## src/rtl/sel_mux_pipe.sv

```systemverilog
// N:1 select mux with registered output, valid/ready handshake and a 2-entry skid buffer.
// Out-of-range selects emit DEFAULT_VAL, are flagged per beat and counted (saturating).
module sel_mux_pipe #(
  parameter int              WIDTH       = 32,
  parameter int              NUM_IN      = 8,
  parameter logic [WIDTH-1:0] DEFAULT_VAL = '0,
  localparam int             SEL_W       = $clog2(NUM_IN)
) (
  input  logic                    clk_i,
  input  logic                    rst_i,
  input  logic                    in_valid_i,
  output logic                    in_ready_o,
  input  logic [SEL_W-1:0]        mux_sel_i,
  input  logic [NUM_IN*WIDTH-1:0] in_data_i,
  output logic                    out_valid_o,
  input  logic                    out_ready_i,
  output logic [WIDTH-1:0]        out_data_o,
  output logic                    out_sel_err_o,
  output logic [15:0]             err_cnt_o,
  input  logic                    err_clr_i
);

  typedef enum logic [1:0] {EMPTY, ONE, TWO} state_t;

  typedef struct packed {
    logic [WIDTH-1:0] data;
    logic             err;
  } beat_t;

  state_t      state_q, state_nxt;
  beat_t       main_q, skid_q, new_beat;
  logic        in_rdy_q;
  logic [15:0] err_cnt_q;
  logic        acc, pop;
  logic        ld_main_new, ld_main_skid, ld_skid;
  logic [SEL_W:0] sel_ext;

  assign acc = in_valid_i & in_rdy_q;
  assign pop = out_valid_o & out_ready_i;

  // One extra select bit keeps the range check and channel compare free of constant-width issues.
  assign sel_ext = {1'b0, mux_sel_i};

  always_comb begin
    new_beat.data = DEFAULT_VAL;
    new_beat.err  = 1'b1;
    for (int k = 0; k < NUM_IN; k++) begin
      if (sel_ext == (SEL_W+1)'(k)) begin
        new_beat.data = in_data_i[k*WIDTH +: WIDTH];
        new_beat.err  = 1'b0;
      end
    end
  end

  always_ff @(posedge clk_i or posedge rst_i) begin
    if (rst_i) begin
      state_q  <= EMPTY;
      in_rdy_q <= 1'b0;
    end else begin
      state_q  <= state_nxt;
      in_rdy_q <= (state_nxt != TWO);
    end
  end

  always_comb begin
    state_nxt = state_q;
    case (state_q)
      EMPTY: if (acc) state_nxt = ONE;
      ONE: begin
        if (acc && !pop)      state_nxt = TWO;
        else if (!acc && pop) state_nxt = EMPTY;
      end
      TWO:   if (pop) state_nxt = ONE;
      default: state_nxt = EMPTY;
    endcase
  end

  always_comb begin
    out_valid_o  = (state_q != EMPTY);
    ld_main_new  = 1'b0;
    ld_main_skid = 1'b0;
    ld_skid      = 1'b0;
    case (state_q)
      EMPTY: ld_main_new = acc;
      ONE: begin
        ld_main_new = acc & pop;
        ld_skid     = acc & ~pop;
      end
      TWO:   ld_main_skid = pop;
      default: ;
    endcase
  end

  always_ff @(posedge clk_i or posedge rst_i) begin
    if (rst_i) begin
      main_q <= '0;
      skid_q <= '0;
    end else begin
      if (ld_main_new)       main_q <= new_beat;
      else if (ld_main_skid) main_q <= skid_q;
      if (ld_skid)           skid_q <= new_beat;
    end
  end

  // Clear takes effect before the same-cycle error count.
  always_ff @(posedge clk_i or posedge rst_i) begin
    if (rst_i) begin
      err_cnt_q <= '0;
    end else if (err_clr_i) begin
      err_cnt_q <= (acc && new_beat.err) ? 16'd1 : 16'd0;
    end else if (acc && new_beat.err && err_cnt_q != 16'hFFFF) begin
      err_cnt_q <= err_cnt_q + 16'd1;
    end
  end

  assign in_ready_o    = in_rdy_q;
  assign out_data_o    = main_q.data;
  assign out_sel_err_o = main_q.err;
  assign err_cnt_o     = err_cnt_q;

endmodule

```

## config.mk

```make
export PLATFORM = sky130hd
export DESIGN_NAME = sel_mux_pipe
export DESIGN_NICKNAME = d
export VERILOG_FILES = /design/src/rtl/sel_mux_pipe.sv
export SDC_FILE = /design/constraint.sdc
export NUM_CORES = 1
export LEC_CHECK = 0
export ABC_AREA = 0
export CAP_MARGIN = 10
export CORE_MARGIN = 4
export CORE_UTILIZATION = 46
export CTS_BUF_LIST = sky130_fd_sc_hd__clkbuf_8
export CTS_CLUSTER_DIAMETER = 150
export DETAILED_ROUTE_END_ITERATION = 16
export PLACE_DENSITY = 0.87
export SLEW_MARGIN = 0
export SYNTH_ARGS = -nofsm -noshare
export SYNTH_HDL_FRONTEND = slang
export SYNTH_SLANG_ARGS = --single-unit
```

## constraint.sdc

```tcl
create_clock -name clk_i -period 7.4 [get_ports clk_i]
set_clock_uncertainty 0.2 [all_clocks]
set_input_delay 1.85 -clock clk_i [delete_from_list [all_inputs] [get_ports clk_i]]
set_output_delay 1.85 -clock clk_i [all_outputs]
set_load 0.005 [all_outputs]
```

==> key figures, run 1 <==
Status
  – Run status: completed

Global routing
  – Pin count of the biggest net entering global routing: between 100 and 150
  – Antenna violations before repair: 0
  – Tot GR Track Use: 0.275
  – Total gr overflow: 0
  – First-pass GRT wire length: about 36,000 µm
  – Number of global-route vias before repair: between 6,000 and 7,000

Clock network
  – CTS Sinks: 85
  – Worst-path clk slew: 0.10 ns
  – Gates resized, CTS repair: 0
  – Root buffer cell: clkbuf_8
  – Clock Latency Late Sink: 0.38 ns
  – Cts hold-fix bufs: 0
  – Total CTS buffers: 9
  – Clock buffer depth: 2
  – Htree depth: 3
  – CTS tree: yes
  – Setup Buffers After CTS: 0

Route
  – Met1 WL: 9330 µm
  – DR WL/cell: 20.1 µm
  – Antenna viol nets, final: 0
  – Drt first pass iters: 6
  – DR vias: approximately 6,800
  – Top routing layer used: met4
  – Vias per cell: roughly 5.8
  – Met2 wire len: around 12,000 µm
  – Final WL: roughly 24,000 µm
  – Met3 WL post-DR: roughly 2100 µm
  – DRC: 0
  – Initial DRC Count: between 600 and 700

Timing
  – Peak Freq: approximately 0.24 GHz
  – Relative slew slack: 0.218
  – Setup TNS: 0 ns
  – Crit share post-route: 0.570
  – Final Max Slew Viols: 0
  – Worst-Margin Slew: around 1.2 ns
  – Final hold vios: 0
  – Crit path time final: ~4.2 ns
  – Setup violators final: 0
  – RSZ-0062 raised after global routing: no

Finish
  – Most common cell after layout, fill and taps aside: clkdlybuf4s50_1
  – Ant. Diodes: 0
  – Layout cells sized above 1: 0.0871
  – Area growth syn-to-layout: 47.5%
  – # nets final: between 1,000 and 1,500
  – Final core occ: 0.705
  – Most frequent cells in the layout: clkdlybuf4s50_1 (311), nand2_1 (90), mux2i_1 (89), dfrtp_1 (85), o21ai_1 (52)

Logic synthesis
  – Synthesized area per cell: between 9 and 10 µm²
  – Top_reg_cell synth: dfrtp_1
  – Top post-synthesis cells by area: dfrtp_1 (32%), mux2i_1 (13%), a221oi_2 (5.1%), nand2_1 (5.0%), o21ai_1 (3.9%)
  – Seq/Total Area, Yosys: 0.316
  – Top cell type's share of synthesized area: 0.316
  – Netlist cell types: 49
  – Synthesized area: ~6700 µm²
  – Yosys Warn Count: 0
  – Number of synthesized flops with an enable pin: 0
  – Cells after Synth: between 700 and 800
  – Synth area leader: dfrtp_1
  – Syn_nets: a little under 1,000
  – #FFs+latches synth: 85
  – Asr flop ratio synth: 1.00

Setup path
  – Kind of critical path: in2reg
  – Worst setup EP type: flip-flop
  – Crit-path max FO: 103
  – Arrival time of the worst setup path: about 4.3 ns
  – Critical path startpoint category: input pin
  – Worst path required time: ~7.5 ns

Placed design
  – Post-DP HPWL: 17,100 µm
  – Input/output buffers: 314
  – RePlAce Congestion: between 0.8 and 0.9

Floorplanning
  – Core outline area: approximately 14,000 µm²
  – Ports: 315
  – Vert. Die Dim: 129 µm
  – Full die area: 16,600 µm²
  – Rows: 43
  – Starting Density: 0.478
  – Die X: approximately 130 µm

Pwr
  – Pwr Density: between 200 and 250 nW/µm²
  – VDD IR max: between 0.1 and 0.15 mV
  – P_leak: 4.02 nW
  – Pwr Total: about 2.1 mW

Worst hold path
  – Min-Delay Path Class: reg2reg

Run
  – Max_cap viols: 0
## synth_stat cells (all sizes together) (5+ instances only)
cell     number
clkbuf       13
o221ai       26
o21ai        76
inv          29
a221oi       35
o21a         21
o31ai         8
o2bb2ai      26
nand2        92
mux2i        89
mux2         29
nor2b        18
dfrtp        85
nor2          6
a2bb2oi       6
buf          54
and2         13
nand2b       35
nand3         5
a21oi        32
## cell families after synthesis
logic type	after synthesis	synth area share
XOR/XNOR	1	0.00130
buffers and inverters	96	0.0845
flip-flops	85	0.316
AO/OA/AOI/OAI	246	0.277
multiplexers	118	0.183
AND/OR/NAND/NOR	182	0.139
## flip-flops by register name, summed over array words and instances (netlist names)
signal and flops:
skid_q 33, out_data_o 32, err_cnt_o 16, state_q 2
in_ready_o 1, out_sel_err_o 1
## final cells by class
class | count | area, µm²
inverter | 29 | 110
timing repair buffer | 322 | 3190
clock inverter | 7 | 105
multi-input combinational | 547 | 4050
clock buffer | 9 | 124
fill | 1107 | 4160
tap | 180 | 225
sequential | 85 | 2130
## critical path: stages
cell and delay (ns):
buf_4 0.76, and3_1 1.05, nand2_1 0.21, mux2_1 0.35, o21ai_1 0.07
## routing by layer
| layer | vias to the layer above | track usage |
|---|---|---|
| met5 | - | 0 |
| met4 | 0 | 0.106 |
| met3 | 45 | 0.0581 |
| met2 | 355 | 0.466 |
| met1 | 3231 | 0.345 |
| li1 | 3212 | - |
## path summary, 6_finish.rpt
path | end | from | cells after the start | slack, ns
max | out_data_o[26] | mux_sel_i[1] | 5 | 3.18
min | skid_q[30] | skid_q[30] | 2 | 0.28
max reg2reg | out_data_o[1] | state_q[0] | 4 | 4.87
min reg2reg | skid_q[30] | skid_q[30] | 2 | 0.28
max in group asynchronous | skid_q[8] | rst_i | 3 | 4.35
min in group asynchronous | err_cnt_o[12] | rst_i | 3 | 1.94
## stage by stage
step	instance area, µm²	cells	hold WS (ns)	setup WS, ns
floorplan	6740	728	0.243	3.16
finish	9940	1179	0.277	3.18
detailed placement	9710	1163	0.261	2.88
global route	9940	1179	0.298	3.02
CTS	9940	1179	0.280	3.23
global placement	9710	1163	0.258	2.89
## power breakdown
part	internal (mW)	switching, mW	leakage [nW]
clock	0.195	0.189	0.112
combinational	0.529	0.423	2.81
sequential	0.632	0.0939	1.10
total	1.36	0.706	4.02
Note: power is estimated with default switching activity, not from simulation.
==> inputs of run 2 (changes only) <==
- CORE_UTILIZATION: 46 -> 39
- PLACE_DENSITY: 0.87 -> 0.79
- clock period: 7.4 -> 3.62 ns (I/O delays scaled with it)
==> key figures, run 2 (synthesis gave the netlist of run 1 again) <==
Floorplanning
  – Full die area: 19,400 µm² (was 16,600 µm²)
  – Ports: 315 (unchanged)
  – Vert. Die Dim: 139 µm (was 129 µm)
  – Starting Density: 0.402 (was 0.478)
  – Rows: 47 (was 43)
  – Core outline area: 16,800 µm² (was 14,100 µm²)
  – Die X: 139 µm (was 129 µm)

Timing
  – Final Max Slew Viols: 0 (unchanged)
  – Final hold vios: 0 (unchanged)
  – Peak Freq: approximately 0.37 GHz
  – Worst-Margin Slew: 1.02 ns (was 1.17 ns)
  – Crit path time final: 2.73 ns
  – Setup violators final: 0 (unchanged)
  – Setup TNS: 0 ns (unchanged)
  – Relative slew slack: 0.316 (was 0.218)
  – Crit share post-route: 0.753
  – RSZ-0062 raised after global routing: no (unchanged)

Route
  – Antenna viol nets, final: 0 (unchanged)
  – Drt first pass iters: 5 (was 6)
  – Vias per cell: 5.52 (was 5.80)
  – DR vias: 6,804 (was 6,843)
  – DR WL/cell: 20.2 µm (was 20.1 µm)
  – Final WL: 25,000 µm (was 23,800 µm)
  – DRC: 0 (unchanged)
  – Initial DRC Count: 392 (was 625)

Placed design
  – Post-DP HPWL: 19,000 µm (was 17,100 µm)
  – RePlAce Congestion: 0.885 (was 0.864)
  – Input/output buffers: 314 (unchanged)
  – Placed insts: 1,217 (was 1,163)

Clock network
  – Clock Latency Late Sink: 0.36 ns (was 0.38 ns)
  – Worst-path clk slew: 0.10 ns (about the same)
  – Root buffer cell: clkbuf_8 (unchanged)
  – Total CTS buffers: 9 (unchanged)
  – Cts hold-fix bufs: 0 (unchanged)
  – CTS tree: yes (unchanged)
  – Htree depth: 3 (unchanged)
  – Clock buffer depth: 2 (unchanged)
  – Setup Buffers After CTS: 0 (unchanged)
  – Gates resized, CTS repair: 0 (unchanged)
  – CTS Sinks: 85 (unchanged)

Setup path
  – CP max-delay cell: and2_4 (was and3_1)
  – CP max stage delay: 0.58 ns (was 1.05 ns)
  – Worst setup EP type: flip-flop (unchanged)
  – Worst path bufs/invs: 1 (unchanged)
  – Worst path top cell family by delay: simple AND/OR/NAND/NOR gates (unchanged)
  – R2R setup slack: 1.51 ns (was 4.87 ns)
  – Kind of critical path: in2reg (unchanged)
  – Crit path cell chain: clkdlybuf4s50_1 -> nand2b_1 -> and2_4 -> mux2_2 -> o21ai_1 (was buf_4 -> and3_1 -> nand2_1 -> mux2_1 -> o21ai_1)
  – Crit-path max FO: 47 (was 103)
  – Critical path startpoint category: input pin (unchanged)
  – Worst path required time: 3.71 ns (was 7.51 ns)
  – Arrival time of the worst setup path: 2.82 ns (was 4.32 ns)

Finish
  – Layout cells sized above 1: 0.101 (was 0.0871)
  – Final core occ: 0.603 (was 0.705)
  – # nets final: 1,272 (was 1,258)
  – Layout fillers: 1,461 (was 1,107)
  – Most common cell after layout, fill and taps aside: clkdlybuf4s50_1 (unchanged)
  – Largest reg by FF count: skid_q (unchanged)
  – Max FFs per register: 33 (unchanged)
  – Ant. Diodes: 0 (unchanged)
  – Finished Layout Cells: 1,233 (was 1,179)
  – Area growth syn-to-layout: 49.9% (was 47.5%)
  – Most frequent cells in the layout: clkdlybuf4s50_1 (311), nand2_1 (90), mux2i_1 (89), dfrtp_1 (85), o21ai_1 (52) (unchanged)
  – Area occupied by registers: 2130 µm² (unchanged)
  – Multi-input logic area: 4060 µm² (was 4050 µm²)

Pwr
  – Sequential share of power: 0.362 (was 0.352)
  – Pwr Density: 407 nW/µm² (was 207 nW/µm²)
  – Gate power share: 0.481 (was 0.462)
  – Clock network power share: 0.156 (was 0.186)
  – VDD IR max: 0.194 mV (was 0.101 mV)
  – P_leak: 4.09 nW (was 4.02 nW)
  – Sw Pwr: 1.44 mW (was 706 µW)
  – Net Sw Frac: 0.350 (was 0.342)
  – Internal power: 2.67 mW (was 1.36 mW)

Global routing
  – Pin count of the biggest net entering global routing: 48 (was 104)
  – Antenna violations before repair: 0 (unchanged)
  – First-pass GRT wire length: 38,600 µm (was 35,700 µm)
  – Tot GR Track Use: 0.247 (was 0.275)
  – Number of global-route vias before repair: 6,944 (was 6,777)
  – Total gr overflow: 0 (unchanged)

Worst hold path
  – Min-Delay Path Class: reg2reg (unchanged)

Run
  – Max_cap viols: 0 (unchanged)

Status
  – Run status: completed (unchanged)
-- run 2: cell count changes in the layout (fill, tap and decap cells not counted), sizes merged --
cell      previous run  this run
clkinv               2         4
inv                 31        29
clkbuf               9        10
buf                 11        25
bufinv               2         0
clkinvlp             1         2
-- run 2: metal layers --
metal	GRT usage	wire length, µm	vias to the layer above
met5	0	0	-
met4	0.0798	549	0
met1	0.314	10600	3257
met2	0.425	12400	266
li1	-	-	3241
met3	0.0449	1430	40
-- run 2: layout make-up --
cell class,instances,area share
inverter,29,0.0109
multi-input combinational,547,0.402
timing repair buffer,336,0.331
clock buffer,10,0.0136
sequential,85,0.211
clock inverter,6,0.00458
tap,220,0.0273
-- run 2: worst reg2reg max path, stage by stage (launching register included) --
cell and delay [ns]:
dfrtp_1 0.43, and3b_4 0.37, and2_4 0.53, mux2_2 0.43, o21ai_1 0.08
-- run 2: stage by stage --
step	setup slack, ns	total power, mW	hold slack [ns]	instance area (µm²)
5_1_grt	0.803	4.38	0.331	10100
3_5_place_dp	0.545	3.48	0.269	9920
6_report	0.895	4.11	0.292	10100
4_1_cts	0.904	4.13	0.291	10100
3_3_place_gp	0.609	3.43	0.258	9920
2_1_floorplan	0.322	2.54	0.243	6740
-- run 2: final timing paths --
kind                       cells past startpoint   startpoint              to
max                                            5  out_ready_i  out_data_o[19]
min                                            2    skid_q[3]       skid_q[3]
max reg2reg                                    4   state_q[1]  out_data_o[19]
min reg2reg                                    2    skid_q[3]       skid_q[3]
max in group asynchronous                      3        rst_i      skid_q[12]
min in group asynchronous                      2        rst_i      skid_q[24]
-- run 2: power groups by stage --
stage | logic [mW] | registers (mW) | clock network [mW]
2_1_floorplan | 1.08 | 1.47 | 0
3_3_place_gp | 1.94 | 1.49 | 0
3_5_place_dp | 1.98 | 1.51 | 0
4_1_cts | 1.99 | 1.49 | 0.662
5_1_grt | 2.15 | 1.53 | 0.695
6_report | 1.98 | 1.49 | 0.642
